**config.mk**
```make
export PLATFORM = sky130hd
export DESIGN_NAME = gift_rkey_seq
export DESIGN_NICKNAME = d
export VERILOG_FILES = /design/src/rtl/gift_ks_pkg.sv /design/src/rtl/gift_kw_rot.sv /design/src/rtl/gift_rkey_seq.sv
export SDC_FILE = /design/constraint.sdc
export NUM_CORES = 1
export LEC_CHECK = 0
export BUFFER_PORTS_ARGS = -buffer_cell sky130_fd_sc_hd__buf_2
export CAP_MARGIN = 20
export CORE_ASPECT_RATIO = 2
export CORE_MARGIN = 2
export CORE_UTILIZATION = 55
export DETAILED_ROUTE_END_ITERATION = 16
export PLACE_DENSITY = 0.83
export SLEW_MARGIN = 20
export SYNTH_ARGS = -nofsm -noshare
export SYNTH_HDL_FRONTEND = slang
export SYNTH_SLANG_ARGS = --single-unit
```
**constraint.sdc**
```tcl
create_clock -name clk -period 3.96 [get_ports clk]
set_clock_uncertainty 0.05 [all_clocks]
set_input_delay 0.396 -clock clk [delete_from_list [all_inputs] [get_ports clk]]
set_output_delay 0.396 -clock clk [all_outputs]
set_load 0.05 [all_outputs]
```
**src/rtl/gift_ks_pkg.sv**
```systemverilog
// Shared definitions for the GIFT-128 round-key sequencer: FSM states, sizing
// constants and the per-word key update functions.
package gift_ks_pkg;

  localparam int unsigned NROUNDS_DEF = 40;
  localparam int unsigned RoundW      = 6;

  typedef enum logic [1:0] {
    StIdle,
    StFfwd,
    StEmit
  } ks_state_e;

  // Low half rotl 4, high half rotr 2 (each within 16 bits).
  function automatic logic [31:0] kw_upd(input logic [31:0] x);
    return {x[17:16], x[31:18], x[11:0], x[15:12]};
  endfunction

  // Exact inverse of kw_upd: low half rotr 4, high half rotl 2.
  function automatic logic [31:0] kw_inv(input logic [31:0] x);
    return {x[29:16], x[31:30], x[3:0], x[15:4]};
  endfunction

endpackage

```
**src/rtl/gift_kw_rot.sv**
```systemverilog
// Combinational key-word rotator: forward update or its inverse, chosen by i_inv.
module gift_kw_rot
  import gift_ks_pkg::*;
(
  input  logic        i_inv,
  input  logic [31:0] i_word,
  output logic [31:0] o_word
);

  always_comb begin
    o_word = i_inv ? kw_inv(i_word) : kw_upd(i_word);
  end

endmodule

```
**src/rtl/gift_rkey_seq.sv**
```systemverilog
// GIFT-128 round-key sequencer: loads a master key, then streams round keys in
// forward order or, after an internal fast-forward, in reverse order.
module gift_rkey_seq
  import gift_ks_pkg::*;
#(
  parameter int unsigned NROUNDS = NROUNDS_DEF
) (
  input  logic              clk,
  input  logic              rst,
  input  logic              key_valid,
  output logic              key_ready,
  input  logic [127:0]      key_in,
  input  logic              key_dir,
  input  logic              abort,
  output logic              rk_valid,
  input  logic              rk_ready,
  output logic [31:0]       rk_u,
  output logic [31:0]       rk_v,
  output logic [RoundW-1:0] rk_round,
  output logic              rk_last
);

  localparam int unsigned FfwdLastI = (NROUNDS > 1) ? NROUNDS - 2 : 0;
  localparam logic [RoundW-1:0] LastRound = RoundW'(NROUNDS - 1);
  localparam logic [RoundW-1:0] FfwdLast  = RoundW'(FfwdLastI);

  ks_state_e         r_state;
  logic [127:0]      r_key;
  logic              r_dir;
  logic [RoundW-1:0] r_cnt;

  logic              w_use_inv;
  logic [31:0]       w_rot_in;
  logic [31:0]       w_rot_out;
  logic [127:0]      w_key_next;
  logic              w_last;

  // Only a reverse-order EMIT walks the schedule backwards; FFWD always steps forward.
  always_comb begin
    w_use_inv = (r_state == StEmit) && r_dir;
    w_rot_in  = w_use_inv ? r_key[127:96] : r_key[31:0];
  end

  gift_kw_rot u_rot (
    .i_inv  (w_use_inv),
    .i_word (w_rot_in),
    .o_word (w_rot_out)
  );

  always_comb begin
    if (w_use_inv) begin
      w_key_next = {r_key[95:0], w_rot_out};
    end else begin
      w_key_next = {w_rot_out, r_key[127:32]};
    end
  end

  always_comb begin
    w_last = (r_state == StEmit) && (r_dir ? (r_cnt == '0) : (r_cnt == LastRound));
  end

  always_ff @(posedge clk) begin
    if (rst) begin
      r_state <= StIdle;
      r_key   <= '0;
      r_dir   <= 1'b0;
      r_cnt   <= '0;
    end else if (abort) begin
      r_state <= StIdle;
    end else begin
      case (r_state)
        StIdle: begin
          if (key_valid) begin
            r_key <= key_in;
            r_dir <= key_dir;
            r_cnt <= '0;
            if (key_dir && (NROUNDS > 1)) begin
              r_state <= StFfwd;
            end else begin
              r_state <= StEmit;
            end
          end
        end
        StFfwd: begin
          r_key <= w_key_next;
          r_cnt <= r_cnt + RoundW'(1);
          if (r_cnt == FfwdLast) begin
            r_state <= StEmit;
          end
        end
        StEmit: begin
          if (rk_ready) begin
            if (w_last) begin
              r_state <= StIdle;
            end else if (r_dir) begin
              r_key <= w_key_next;
              r_cnt <= r_cnt - RoundW'(1);
            end else begin
              r_key <= w_key_next;
              r_cnt <= r_cnt + RoundW'(1);
            end
          end
        end
        default: r_state <= StIdle;
      endcase
    end
  end

  // Outputs decode registered state only; no path from rk_ready or key_valid.
  always_comb begin
    key_ready = (r_state == StIdle);
    rk_valid  = (r_state == StEmit);
    rk_u      = r_key[95:64];
    rk_v      = r_key[31:0];
    rk_round  = r_cnt;
    rk_last   = w_last;
  end

endmodule

```
Word-level counts from Yosys, hierarchy flattened
Index checks and enable logic that the tools add are counted.
{ "word_totals": {"register_bits": 137, "in_bits": 134, "output_inout_bits": 73, "word_cells": 44} }
{ "op_classes": {"n_addsub": 2, "eq_ne": 9, "muxes": 19, "bitwise": 1, "reduce_logical": 9} }
{ "ops": {"columns": ["operator", "count"], "rows": [
  ["$mux W128", 4],
  ["$pmux W128 S3", 1],
  ["$mux W32", 2],
  ["$mux W6", 4],
  ["$pmux W6 S3", 1],
  ["$eq A6 B6 Y1 const B", 2],
  ["$mux W2", 5],
  ["$add A6 B1 Y6 const B", 1],
  ["$logic_not A6 Y1", 1],
  ["$ne A2 B2 Y1 const B", 3],
  ["$pmux W2 S3", 1],
  ["$sub A6 B1 Y6 const B", 1],
  ["$reduce_and A5 Y1", 1],
  ["$ne A2 B1 Y1 const B", 2],
  ["$reduce_and A4 Y1", 1],
  ["$reduce_and A3 Y1", 1],
  ["$reduce_bool A3 Y1", 1],
  ["$eq A2 B1 Y1 const B", 1],
  ["$eq A2 B2 Y1 const B", 1],
  ["$logic_and A1 B1 Y1", 2],
  ["$logic_not A2 Y1", 1],
  ["$reduce_or A2 Y1", 1],
  ["$mux W1", 1],
  ["$not A1 Y1", 1]
]} }

Longest topological paths before layout
Gate-level depths: netlist of the first run.
{ "depth": {"ltp_word": 8, "ltp_mapped": 11, "depth_no_buf": 7} }

Modules after synthesis
Synthesis of the first run repeated with hierarchy kept, for this count alone.
{ "unflattened": {"cells_unflattened": 1300, "area_unflattened_um2": 8884.8} }
{ "modules_own_cells": {"columns": ["mod", "n_inst", "cells_each", "area_per_inst_um2", "seq_area_each_um2"], "rows": [
  ["gift_rkey_seq", 1, 1264, 8340.5, 2742.6],
  ["gift_kw_rot", 1, 36, 544.3, 0.0]
]} }

Worst setup path after synthesis of the first run
Ideal clock, no wire load.
{ "synth_path": {"path_type": "reg2reg", "startpoint": "reg r_state[0]", "endpoint": "reg r_key[0]", "setup_ps": 132, "arrival_ps": 2432, "required_ps": 3778, "path_slack_ps": 1346, "stages_incl_launch_ff": 12, "path_buffers": 4, "period_less_slack_ps": 2614, "cell_sequence": "dfxtp_1 inv_1 ha_1 buf_2 nor2b_1 or4_1 a211o_1 buf_2 buf_4 buf_2 nand2_1 a21oi_1"} }
{ "synth_via": {"elab_chain_cells": 8, "word_cells_on_any_way": 16, "classes_between": "5 x eq/ne; 6 x mux; 5 x reduce/logical"} }
{ "synth_lines": {"columns": ["element", "line", "text"], "rows": [
  ["start: declaration", "gift_rkey_seq.sv:27", "ks_state_e r_state;"],
  ["start signal: assignment", "gift_rkey_seq.sv:64", "r_state <= StIdle;"],
  ["start signal: assignment", "gift_rkey_seq.sv:69", "r_state <= StIdle;"],
  ["start signal: assignment", "gift_rkey_seq.sv:78", "r_state <= StFfwd;"],
  ["$eq A2 B2 Y1 *", null, null],
  ["net rk_valid", "gift_rkey_seq.sv:15", "output logic rk_valid,"],
  ["$logic_and A1 B1 Y1", "gift_rkey_seq.sv:40", "w_use_inv = (r_state == StEmit) && r_dir;"],
  ["$mux W32", "gift_rkey_seq.sv:41", "w_rot_in = w_use_inv ? r_key[127:96] : r_key[31:0];"],
  ["$mux W32", "gift_kw_rot.sv:11", "o_word = i_inv ? kw_inv(i_word) : kw_upd(i_word);"],
  ["$mux W128", "gift_rkey_seq.sv:51", "if (w_use_inv) begin"],
  ["$mux W128", "gift_rkey_seq.sv:93", "if (w_last) begin"],
  ["$mux W128", "gift_rkey_seq.sv:92", "if (rk_ready) begin"],
  ["$pmux W128 S3", "gift_rkey_seq.sv:71", "case (r_state)"],
  ["end signal: assignment", "gift_rkey_seq.sv:74", "r_key <= key_in;"],
  ["end signal: assignment", "gift_rkey_seq.sv:96", "r_key <= w_key_next;"],
  ["end signal: assignment", "gift_rkey_seq.sv:99", "r_key <= w_key_next;"],
  ["end: declaration", "gift_rkey_seq.sv:28", "logic [127:0] r_key;"]
]} }
The timed path passes the listed nets; every way through them passes the cells marked *. The select of a mux whose other input is x is not followed.
A chain may end at the register's enable or synchronous reset.

Worst setup path in the final report of the first run
{ "layout_path": {"startpoint": "reg r_state[0]", "endpoint": "reg r_key[30]"} }
{ "layout_via": {"elab_chain_cells": 8, "word_cells_on_any_way": 16, "classes_between": "5 x eq/ne; 6 x mux; 5 x reduce/logical"} }
{ "layout_lines": {"columns": ["element", "line"], "rows": [
  ["$eq A2 B2 Y1", "gift_rkey_seq.sv:40, gift_rkey_seq.sv:59, gift_rkey_seq.sv:71"],
  ["$logic_and A1 B1 Y1", "gift_rkey_seq.sv:40"],
  ["$mux W32", "gift_rkey_seq.sv:41"],
  ["$mux W32", "gift_kw_rot.sv:11"],
  ["$mux W128", "gift_rkey_seq.sv:51"],
  ["$mux W128", "gift_rkey_seq.sv:93"],
  ["$mux W128", "gift_rkey_seq.sv:92"],
  ["$pmux W128 S3", "gift_rkey_seq.sv:71"]
]} }
Parallel ways exist; a longest one is shown, timed or not. The select of a mux whose other input is x is not followed.

==> reports/qor.csv, run 1 <==
stage,metric,value,unit
run_status,status,"finished, final reports clean",
placed_design,hpwl,15900,um
sta,worstMarginPinSlew,0.771,ns
layout,synthToLayoutAreaGrowth,15.4,%
logic_synthesis,synth_seq_cells,137,
route,wl_per_cell,17.2,um
cts,htree_levels,4,
layout,fillCellCount,1359,
logic_synthesis,ys_top_cells_by_area,"dfxtp_1 35%, nand2_1 19%, o211ai_1 12%",
layout,layout_commonest_cell,nand2_1,
logic_synthesis,ys_async_sr_fraction,0,
logic_synthesis,synth_compound_area_frac,0.230,
cts,insertion_delay,0.42,ns
worst_setup_path,arrival,3.25,ns
floorplanning,die_h,174,um
worst_setup_path,critPathKind,flip-flop to flip-flop,
route,vias,8529,
global_route,grt_usage,0.319,
cts,numCtsBuffers,17,
logic_synthesis,synth_nets,1303,
worst_setup_path,max_stage_delay,0.60,ns
logic_synthesis,synthFlopType,dfxtp_1,
pwr,leakagePower,0.00332,uW
logic_synthesis,yosysSeqAreaShare,0.345,
cts,postCtsSetupRepairBufs,0,
cts,postCtsResizedCells,0,
sta,finalMaxSlewViolations,0,
floorplanning,ios,207,
sta,timing.final.crit_share,0.749,
logic_synthesis,synthSimpleGateAreaFrac,0.292,
floorplanning,initial_core_util,0.557,
route,vias_per_cell,5.91,
worst_setup_path,crit-reg2reg-launch,r_state[0],
worst_setup_path,reg2reg_depth,8,
cts,ctsHoldBuffers,0,
route,drtPass1Iterations,5,
logic_synthesis,synthCells,1161,
global_route,grt_max_degree,90,
cts,cts_num_sinks,137,
global_route,grt-ovfl-total,0,
worst_setup_path,crit_path_max_fanout,60,
pwr,p_per_area,460,mW/mm^2
logic_synthesis,synth-adder-area-share,0.0126,
worst_setup_path,cp_top_family,buffers and inverters,
logic_synthesis,yosysTopAreaCell,dfxtp_1,
layout,fin_nets,1373,
route,routed_wl,24700,um
logic_synthesis,syn_avg_cell_area,6.84,um^2
worst_setup_path,cp-startpoint,r_state[0],
route,first_iter_violations,682,
worst_setup_path,endpoint_kind,flip-flop,
worst_setup_path,cp.required,4.25,ns
worst_setup_path,cp.depth,8,
sta,setup_violations,0,
logic_synthesis,ys_warn_count,0,
pwr,fin_total_pwr,4220,uW
cts,root_buffer,clkbuf_16,
cts,cts.path.max_buffers,2,
logic_synthesis,synth_area,0.00795,mm^2
job,drv_cap,0,
global_route,antenna_found_initial,7,
global_route,grt_pass1_wl,39200,um
route,route.detailed.drc,0,
pwr,ir_worst_vdd,0.311,mV
cts,cts_tree,done,
floorplanning,placementRows,62,
sta,slew_headroom,0.486,
placed_design,place_congestion,0.917,
worst_setup_path,cp_num_buf_inv,2,
sta,fmax,0.337,GHz
cts,cts.clk_slew.worst_paths,0.06,ns
route,ant_nets,0,
layout,final_cell_mix,"396 x nand2_1, 205 x buf_2, 137 x dfxtp_1",
worst_setup_path,critical_path.endpoint,r_key[30],
sta,timing.hold.ws,0.208,ns
placed_design,port_buffers,206,
sta,fin_setup_tns,0,ns
worst_setup_path,startpoint_type,flip-flop,
floorplanning,core-area,0.0143,mm^2
sta,fin_crit,2.97,ns
worst_setup_path,cp_slowest_cell,buf_4,
logic_synthesis,synth_top_area_frac,0.345,
sta,hold_viol,0,
floorplanning,die_area,0.0155,mm^2
worst_setup_path,r2r-end,r_key[30],
worst_setup_path,rrSetupSlack,0.99,ns
floorplanning,die_width,89.0,um
hold_path,hold_class,input port to flip-flop,
logic_synthesis,synth_top_family_by_area,simple AND/OR/NAND/NOR gates,
logic_synthesis,synth_edf_count,0,
layout,drive_above_1_share,0.208,
global_route,first_global_vias,7949,
logic_synthesis,synth_xor_area_frac,0,
worst_setup_path,path_cells,inv_1 > ha_1 > nor2b_1 > or4_1 > a211oi_4 > buf_4 > o211ai_1 > a21oi_1,
logic_synthesis,synth.distinct_cells,42,
logic_synthesis,synthMuxAreaShare,0.00252,
sta,rsz0062_at_grt,false,
==> worst register-to-register path: cells and delay by family (launching register included) <==
kind / cells / cell delay, ns
compound gates: 3 / 0.69
buf+inv: 2 / 0.71
simple gates: 2 / 0.69
flops: 1 / 0.38
fa+ha+maj: 1 / 0.37
==> kinds of logic (layout without fill, tap and decap cells) <==
group,count (synthesis),in the layout
adders and majority gates,8,8
DFF,137,137
other,0,7
buffers and inverters,175,257
muxes,2,2
and+or+nand+nor,555,555
AOI/OAI and AO/OA,284,284
==> layout make-up <==
cell class | instances | area [um^2] | share of cell area
Clock buffer | 20 | 457 | 0.0498
Clock inverter | 11 | 195 | 0.0213
Multi-Input combinational cell | 849 | 4290 | 0.468
Inverter | 5 | 18.8 | 0.00205
Sequential cell | 137 | 2740 | 0.299
Tap cell | 192 | 240 | 0.0262
Timing Repair Buffer | 221 | 1210 | 0.132
Antenna cell | 7 | 17.5 | 0.00191
==> per-layer routing <==
layer  GRT usage  vias up  wire length (um)  part of all wire
li1            -     4088                 -                 -
met1       0.361     3968              8950              0.36
met2       0.539      394             12900              0.52
met3      0.0603       79              1640             0.066
met4       0.190        0              1230             0.050
met5           0        -                 0                 0
==> synthesized netlist by cell type, types with 3 or more instances <==
master,count
a21oi_1,135
buf_2,11
nor2b_1,3
o221ai_1,4
clkbuf_1,82
nor2_1,9
o211ai_1,128
ha_1,8
nand3_1,131
nand2_1,397
inv_1,5
nand4_1,3
buf_4,72
dfxtp_1,137
buf_1,5
==> per-stage QoR <==
stage / instances / area (um^2) / setup WS (ns) / util
4_1_cts: 1435 / 9160 / 1.06 / 0.641
5_1_grt: 1442 / 9170 / 0.834 / 0.643
3_3_place_gp: 1404 / 8500 / 1.15 / 0.596
6_report: 1442 / 9170 / 0.994 / 0.643
2_1_floorplan: 1161 / 7950 / 1.35 / -
3_5_place_dp: 1404 / 8500 / 1.09 / 0.596
==> power by group <==
part	switching (uW)	total (uW)	internal, uW
clock network	620	1770	1150
registers	106	1590	1490
logic	590	861	271
total	1320	4220	2910
==> registers in the layout, indices dropped and copies added (netlist names) <==
signal and count:
r_key 128, r_state 2, r_dir 1, rk_round 6
==> worst min path at each step <==
stage / startpoint / end / slack [ns] / cells past startpoint
6_report: key_in[49] / r_key[49] / 0.21 / 3
3_3_place_gp: r_key[111] / r_key[111] / 0.41 / 2
4_1_cts: key_dir / r_dir / 0.18 / 3
2_1_floorplan: r_key[100] / r_key[100] / 0.40 / 2
3_5_place_dp: r_key[48] / r_key[48] / 0.41 / 2
5_1_grt: key_dir / r_dir / 0.19 / 3
No activity file was read; power rests on OpenSTA's default activity.
==> run 2: changes to the inputs <==
CORE_UTILIZATION = 54   (was 55)
PLACE_DENSITY = 0.81   (was 0.83)
clock period = 2.95 ns   (was 3.96 ns; I/O delays follow)
==> run 2 against run 1 <==
Against the previous run: worst setup slack got worse by 0.64 ns; final area increased by 1.1%; sequential share of layout area down 0.34 points; count of clock-buffer cells in the layout decreased by 1; hold slack worse by 0.096 ns; die area rose by 1.8%; via count is 0.50% lower; routed wire length shrank 0.27%; sequential power up 34%; non-clock buffer count rose by 7; highest routed layer unchanged.
==> reports/qor.csv, run 2 (synthesized netlist as in run 1, its figures left out) <==
stage,metric,value,unit,change
worst_setup_path,cp_num_buf_inv,2,,unchanged
cts,postCtsSetupRepairBufs,0,,unchanged
route,ant_nets,0,,unchanged
cts,cts.path.max_buffers,2,,unchanged
layout,largest_register_ffs,128,,unchanged
global_route,first_global_vias,7890,,-0.74%
cts,insertion_delay,0.42,ns,about the same
global_route,grt_max_degree,92,,+2.2%
pwr,p_per_area,601,mW/mm^2,+30%
placed_design,placedCellCount,1411,,+0.50%
worst_setup_path,endpoint_kind,flip-flop,,
layout,layout_commonest_cell,nand2_1,,
layout,final_cell_mix,"396 x nand2_1, 205 x buf_2, 137 x dfxtp_1",,
worst_setup_path,max_stage_delay,0.55,ns,-0.05 ns
floorplanning,ios,207,,unchanged
route,drtPass1Iterations,5,,unchanged
global_route,grt_pass1_wl,39300,um,+0.37%
cts,ctsHoldBuffers,0,,unchanged
layout,fin_cells,1444,,+0.14%
route,first_iter_violations,663,,-2.8%
global_route,grt-ovfl-total,0,,unchanged
layout,fin_nets,1380,,+0.51%
pwr,ir_worst_vdd,0.449,mV,+44%
floorplanning,core-area,0.0144,mm^2,+0.54%
sta,setup_violations,0,,unchanged
route,routed_wl,24700,um,-0.27%
layout,regMostFlops,r_key,,
worst_setup_path,critPathKind,flip-flop to flip-flop,,
placed_design,hpwl,16300,um,+3.1%
worst_setup_path,startpoint_type,flip-flop,,
sta,worstMarginPinSlew,0.533,ns,-0.238 ns
worst_setup_path,cp_top_family,simple AND/OR/NAND/NOR gates,,
cts,cts_tree,done,,
sta,slew_headroom,0.645,,+0.159
floorplanning,initial_core_util,0.554,,-0.00301
pwr,leakagePower,0.00337,uW,+1.6%
route,vias,8486,,-0.50%
cts,postCtsResizedCells,0,,unchanged
sta,hold_viol,0,,unchanged
placed_design,place_congestion,0.938,,+2.4%
cts,root_buffer,clkbuf_16,,
sta,fin_setup_tns,0,ns,unchanged
worst_setup_path,arrival,2.88,ns,-0.37 ns
route,vias_per_cell,5.88,,-0.64%
worst_setup_path,crit_path_max_fanout,90,,+50%
floorplanning,die_h,176,um,+0.90%
cts,cts_num_sinks,137,,unchanged
cts,numCtsBuffers,17,,unchanged
hold_path,hold_class,input port to flip-flop,,
route,wl_per_cell,17.1,um,-0.40%
global_route,grt_usage,0.304,,-0.0154
run_status,status,"finished, final reports clean",,
layout,synthToLayoutAreaGrowth,16.8,%,
sta,finalMaxSlewViolations,0,,unchanged
sta,fin_crit,2.60,ns,-0.369 ns
floorplanning,die_area,0.0158,mm^2,+1.8%
cts,htree_levels,4,,unchanged
layout,drive_above_1_share,0.213,,+0.00524
global_route,antenna_found_initial,2,,-5
floorplanning,die_width,89.8,um,+0.88%
sta,fmax,0.385,GHz,+14%
cts,cts.clk_slew.worst_paths,0.06,ns,about the same
sta,timing.final.crit_share,0.880,,+0.131
worst_setup_path,cp_slowest_cell,or4_1,,
sta,rsz0062_at_grt,false,,
placed_design,port_buffers,206,,unchanged
job,drv_cap,0,,unchanged
route,route.detailed.drc,0,,unchanged
worst_setup_path,path_cells,inv_1 > ha_4 > nor2b_1 > or4_1 > a211oi_4 > buf_12 > nand3b_1 > o21ai_0,,
floorplanning,placementRows,62,,unchanged
layout,fillCellCount,1352,,-0.52%
worst_setup_path,cp.required,3.24,ns,-1.01 ns
[run 2: power breakdown]
part	leakage [uW]	switching, uW	total (uW)	internal [uW]
Sequential	0.00112	139	2130	2000
Combinational	0.00196	795	1180	390
Clock	0.000289	871	2250	1380
Total	0.00337	1800	5570	3770
[run 2: layer usage]
metal	global-route usage	wire length, um	share of wire
met1	0.344	9330	0.38
met4	0.152	1030	0.042
met5	0	0	0
met3	0.0468	1240	0.050
met2	0.551	13100	0.53
[run 2: area by class of cell]
class / instances / area, um^2 / area share
inverters: 5 / 18.8 / 0.00202
clock inverters: 12 / 164 / 0.0177
repair buffers: 228 / 1360 / 0.147
flip-flops and latches: 137 / 2740 / 0.296
clock buffers: 19 / 453 / 0.0488
diodes: 2 / 5.00 / 0.000539
well taps: 192 / 240 / 0.0259
multi-input cells: 849 / 4290 / 0.463
[run 2: path summary, 6_finish.rpt]
path | startpoint | endpoint | slack (ns) | depth (start not counted)
setup / recovery | r_state[1] | rk_round[4] | 0.35 | 8
hold / removal | key_in[115] | r_key[115] | 0.11 | 3
setup reg to reg | r_state[1] | rk_round[4] | 0.35 | 8
hold reg to reg | r_key[115] | r_key[115] | 0.42 | 2
[run 2: stage by stage]
stage	hold slack [ns]	util	power (uW)	setup slack (ns)	instance area, um^2
floorplan	0.392	-	3070	0.336	7950
global placement	0.407	0.603	3330	0.498	8660
detailed placement	0.413	0.603	3350	0.405	8660
CTS	0.112	0.646	5580	0.386	9270
global route	0.124	0.646	5800	0.266	9280
finish	0.112	0.647	5570	0.353	9280
[run 2: worst min-delay path: stages]
cell and delay (ns):
buf_2 0.08, o211ai_1 0.07, a21oi_1 0.11
==> run 3: changes to the inputs <==
BUFFER_PORTS_ARGS = unset   (was -buffer_cell sky130_fd_sc_hd__buf_2)
CORE_UTILIZATION = 55   (was 54)
DONT_BUFFER_PORTS = 1   (was unset)
PLACE_DENSITY = 0.7   (was 0.81)
REMOVE_ABC_BUFFERS = 1   (was unset)
==> run 3 against run 2 <==
Against the previous run: non-clock buffer count shrank 207; worst setup slack lost 0.037 ns; count of clock-buffer cells in the layout grew 1; global-route usage shrank 3.2 points; final area shrank 12%; largest power group is now sequential cells; combinational power shrank 36%; sequential cell count is the same; first-iteration DRC count shrank 30%; sequential power grew 12%; cell count shrank 14%; hold slack lost 0.080 ns.
==> reports/qor.csv, run 3 (synthesized netlist as in run 1, its figures left out) <==
stage,metric,value,unit,change
global_route,grt_max_degree,135,,+47%
floorplanning,die_area,0.0155,mm^2,-1.8%
worst_setup_path,max_stage_delay,0.55,ns,about the same
worst_setup_path,crit_path_max_fanout,73,,-19%
route,ant_nets,0,,unchanged
floorplanning,die_h,174,um,-0.89%
floorplanning,initial_core_util,0.557,,+0.00301
sta,fin_crit,2.63,ns,+0.0365 ns
cts,postCtsSetupRepairBufs,0,,unchanged
layout,final_cell_mix,"396 x nand2_1, 137 x dfxtp_1, 135 x a21oi_1",,
route,route.detailed.drc,0,,unchanged
worst_setup_path,cp.required,3.23,ns,about the same
worst_setup_path,arrival,2.91,ns,+0.03 ns
global_route,grt_usage,0.272,,-0.0317
floorplanning,ios,207,,unchanged
layout,synthToLayoutAreaGrowth,2.80,%,
route,wl_per_cell,17.5,um,+2.3%
cts,cts.path.max_buffers,2,,unchanged
worst_setup_path,cp_top_family,simple AND/OR/NAND/NOR gates,,
route,first_iter_violations,463,,-30%
pwr,ir_worst_vdd,0.411,mV,-8.4%
sta,hold_viol,0,,unchanged
cts,root_buffer,clkbuf_16,,
sta,fmax,0.380,GHz,-1.4%
layout,final_area,0.00817,mm^2,-12%
sta,slew_headroom,0.557,,-0.0883
layout,regMostFlops,r_key,,
hold_path,hold_class,input port to flip-flop,,
cts,cts_num_sinks,137,,unchanged
worst_setup_path,endpoint_kind,flip-flop,,
worst_setup_path,startpoint_type,flip-flop,,
layout,num_antenna_cells,0,,-2
sta,timing.final.crit_share,0.893,,+0.0124
pwr,p_seq_frac,0.463,,+0.080
pwr,power_frac_clock,0.391,,-0.013
job,drv_cap,0,,unchanged
route,vias_per_cell,6.01,,+2.2%
pwr,p_comb_frac,0.146,,-0.067
worst_setup_path,path_cells,inv_1 > ha_4 > nor2b_1 > or4_1 > a211oi_4 > buf_12 > o2111ai_1 > a21oi_1,,
cts,htree_levels,4,,unchanged
cts,insertion_delay,0.41,ns,about the same
cts,cts_tree,done,,
worst_setup_path,cp_num_buf_inv,2,,unchanged
worst_setup_path,critPathKind,flip-flop to flip-flop,,
cts,cts.clk_slew.worst_paths,0.06,ns,about the same
placed_design,hpwl,13100,um,-20%
pwr,intPower,3440,uW,-8.6%
layout,drive_above_1_share,0.0536,,-0.159
layout,fin_nets,1173,,-15%
sta,finalMaxSlewViolations,0,,unchanged
layout,final_core_util,0.572,,-0.0742
worst_setup_path,cp-startpoint,r_state[0],,
route,vias,7425,,-13%
floorplanning,die_width,89.0,um,-0.87%
layout,largest_register_ffs,128,,unchanged
cts,numCtsBuffers,17,,unchanged
worst_setup_path,crit-reg2reg-launch,r_state[0],,
pwr,netSwitchingPower,1700,uW,-6.0%
hold_path,min_from,rst,,
placed_design,port_buffers,0,,-100%
sta,worstMarginPinSlew,0.664,ns,+0.132 ns
floorplanning,core-area,0.0143,mm^2,-0.54%
sta,rsz0062_at_grt,false,,
floorplanning,placementRows,62,,unchanged
global_route,grt_pass1_wl,34200,um,-13%
run_status,status,"finished, final reports clean",,
global_route,grt-ovfl-total,0,,unchanged
placed_design,place_congestion,0.885,,-5.7%
pwr,p_per_area,629,mW/mm^2,+4.8%
global_route,first_global_vias,6812,,-14%
sta,setup_violations,0,,unchanged
route,drtPass1Iterations,5,,unchanged
pwr,leakagePower,0.00243,uW,-28%
placed_design,placed_area,0.00758,mm^2,-12%
global_route,antenna_found_initial,0,,-2
worst_setup_path,cp_slowest_cell,or4_1,,
layout,layout_commonest_cell,nand2_1,,
pwr,p_sw_frac,0.330,,+0.00612
route,routed_wl,21600,um,-12%
pwr,fin_total_pwr,5140,uW,-7.7%
==> run 3: worst register-to-register path: cells and delay by family, from the launching register on <==
kind | cells | cell delay, ns
simple gates | 2 | 0.72
compound gates | 3 | 0.71
buf+inv | 2 | 0.44
flops | 1 | 0.39
fa+ha+maj | 1 | 0.24
==> run 3: power by group through the flow <==
stage          clock network [uW]  logic [uW]  registers, uW
2_1_floorplan                   0         590           2380
3_3_place_gp                    0         704           2420
3_5_place_dp                    0         720           2420
4_1_cts                      2050         757           2380
5_1_grt                      2120         857           2400
6_report                     2010         753           2380
==> run 3: path summary, 6_finish.rpt <==
kind / to / slack [ns] / cells after the start
hold reg to reg: r_key[55] / 0.42 / 2
setup / recovery: rk_round[1] / 0.32 / 8
setup reg to reg: rk_round[1] / 0.32 / 8
hold / removal: r_state[1] / 0.03 / 2
==> run 3: per-layer routing <==
metal | vias to the layer above | share of wire | track usage
met5 | - | 0 | 0
met4 | 0 | 0.035 | 0.109
met3 | 47 | 0.059 | 0.0598
met2 | 222 | 0.52 | 0.448
met1 | 3476 | 0.39 | 0.338
li1 | 3680 | - | -
==> run 3: cell type report <==
type                    count  area, um^2
repair buffers             21         318
well taps                 192         240
clock inverters            12         119
multi-input cells         849        4290
fillers                  1451        6100
clock buffers              20         437
flip-flops and latches    137        2740
inverters                   5        18.8
==> run 3: repair_timing <==
action / in CTS / in global routing
hold buffers: 2 / 0
resized for setup: 0 / 0
endpoints found under the hold margin: 135 / 0
==> run 3: through the flow <==
step	setup TNS, ns	worst slack, ns	cells	hold slack (ns)
after global placement	0	0.385	1202	0.324
after CTS	0	0.323	1236	0.0102
final	0	0.317	1236	0.0313
after detailed placement	0	0.333	1202	0.329
after global routing	0	0.178	1236	0.0132
after floorplan	-439.25	-3.35	991	0.314
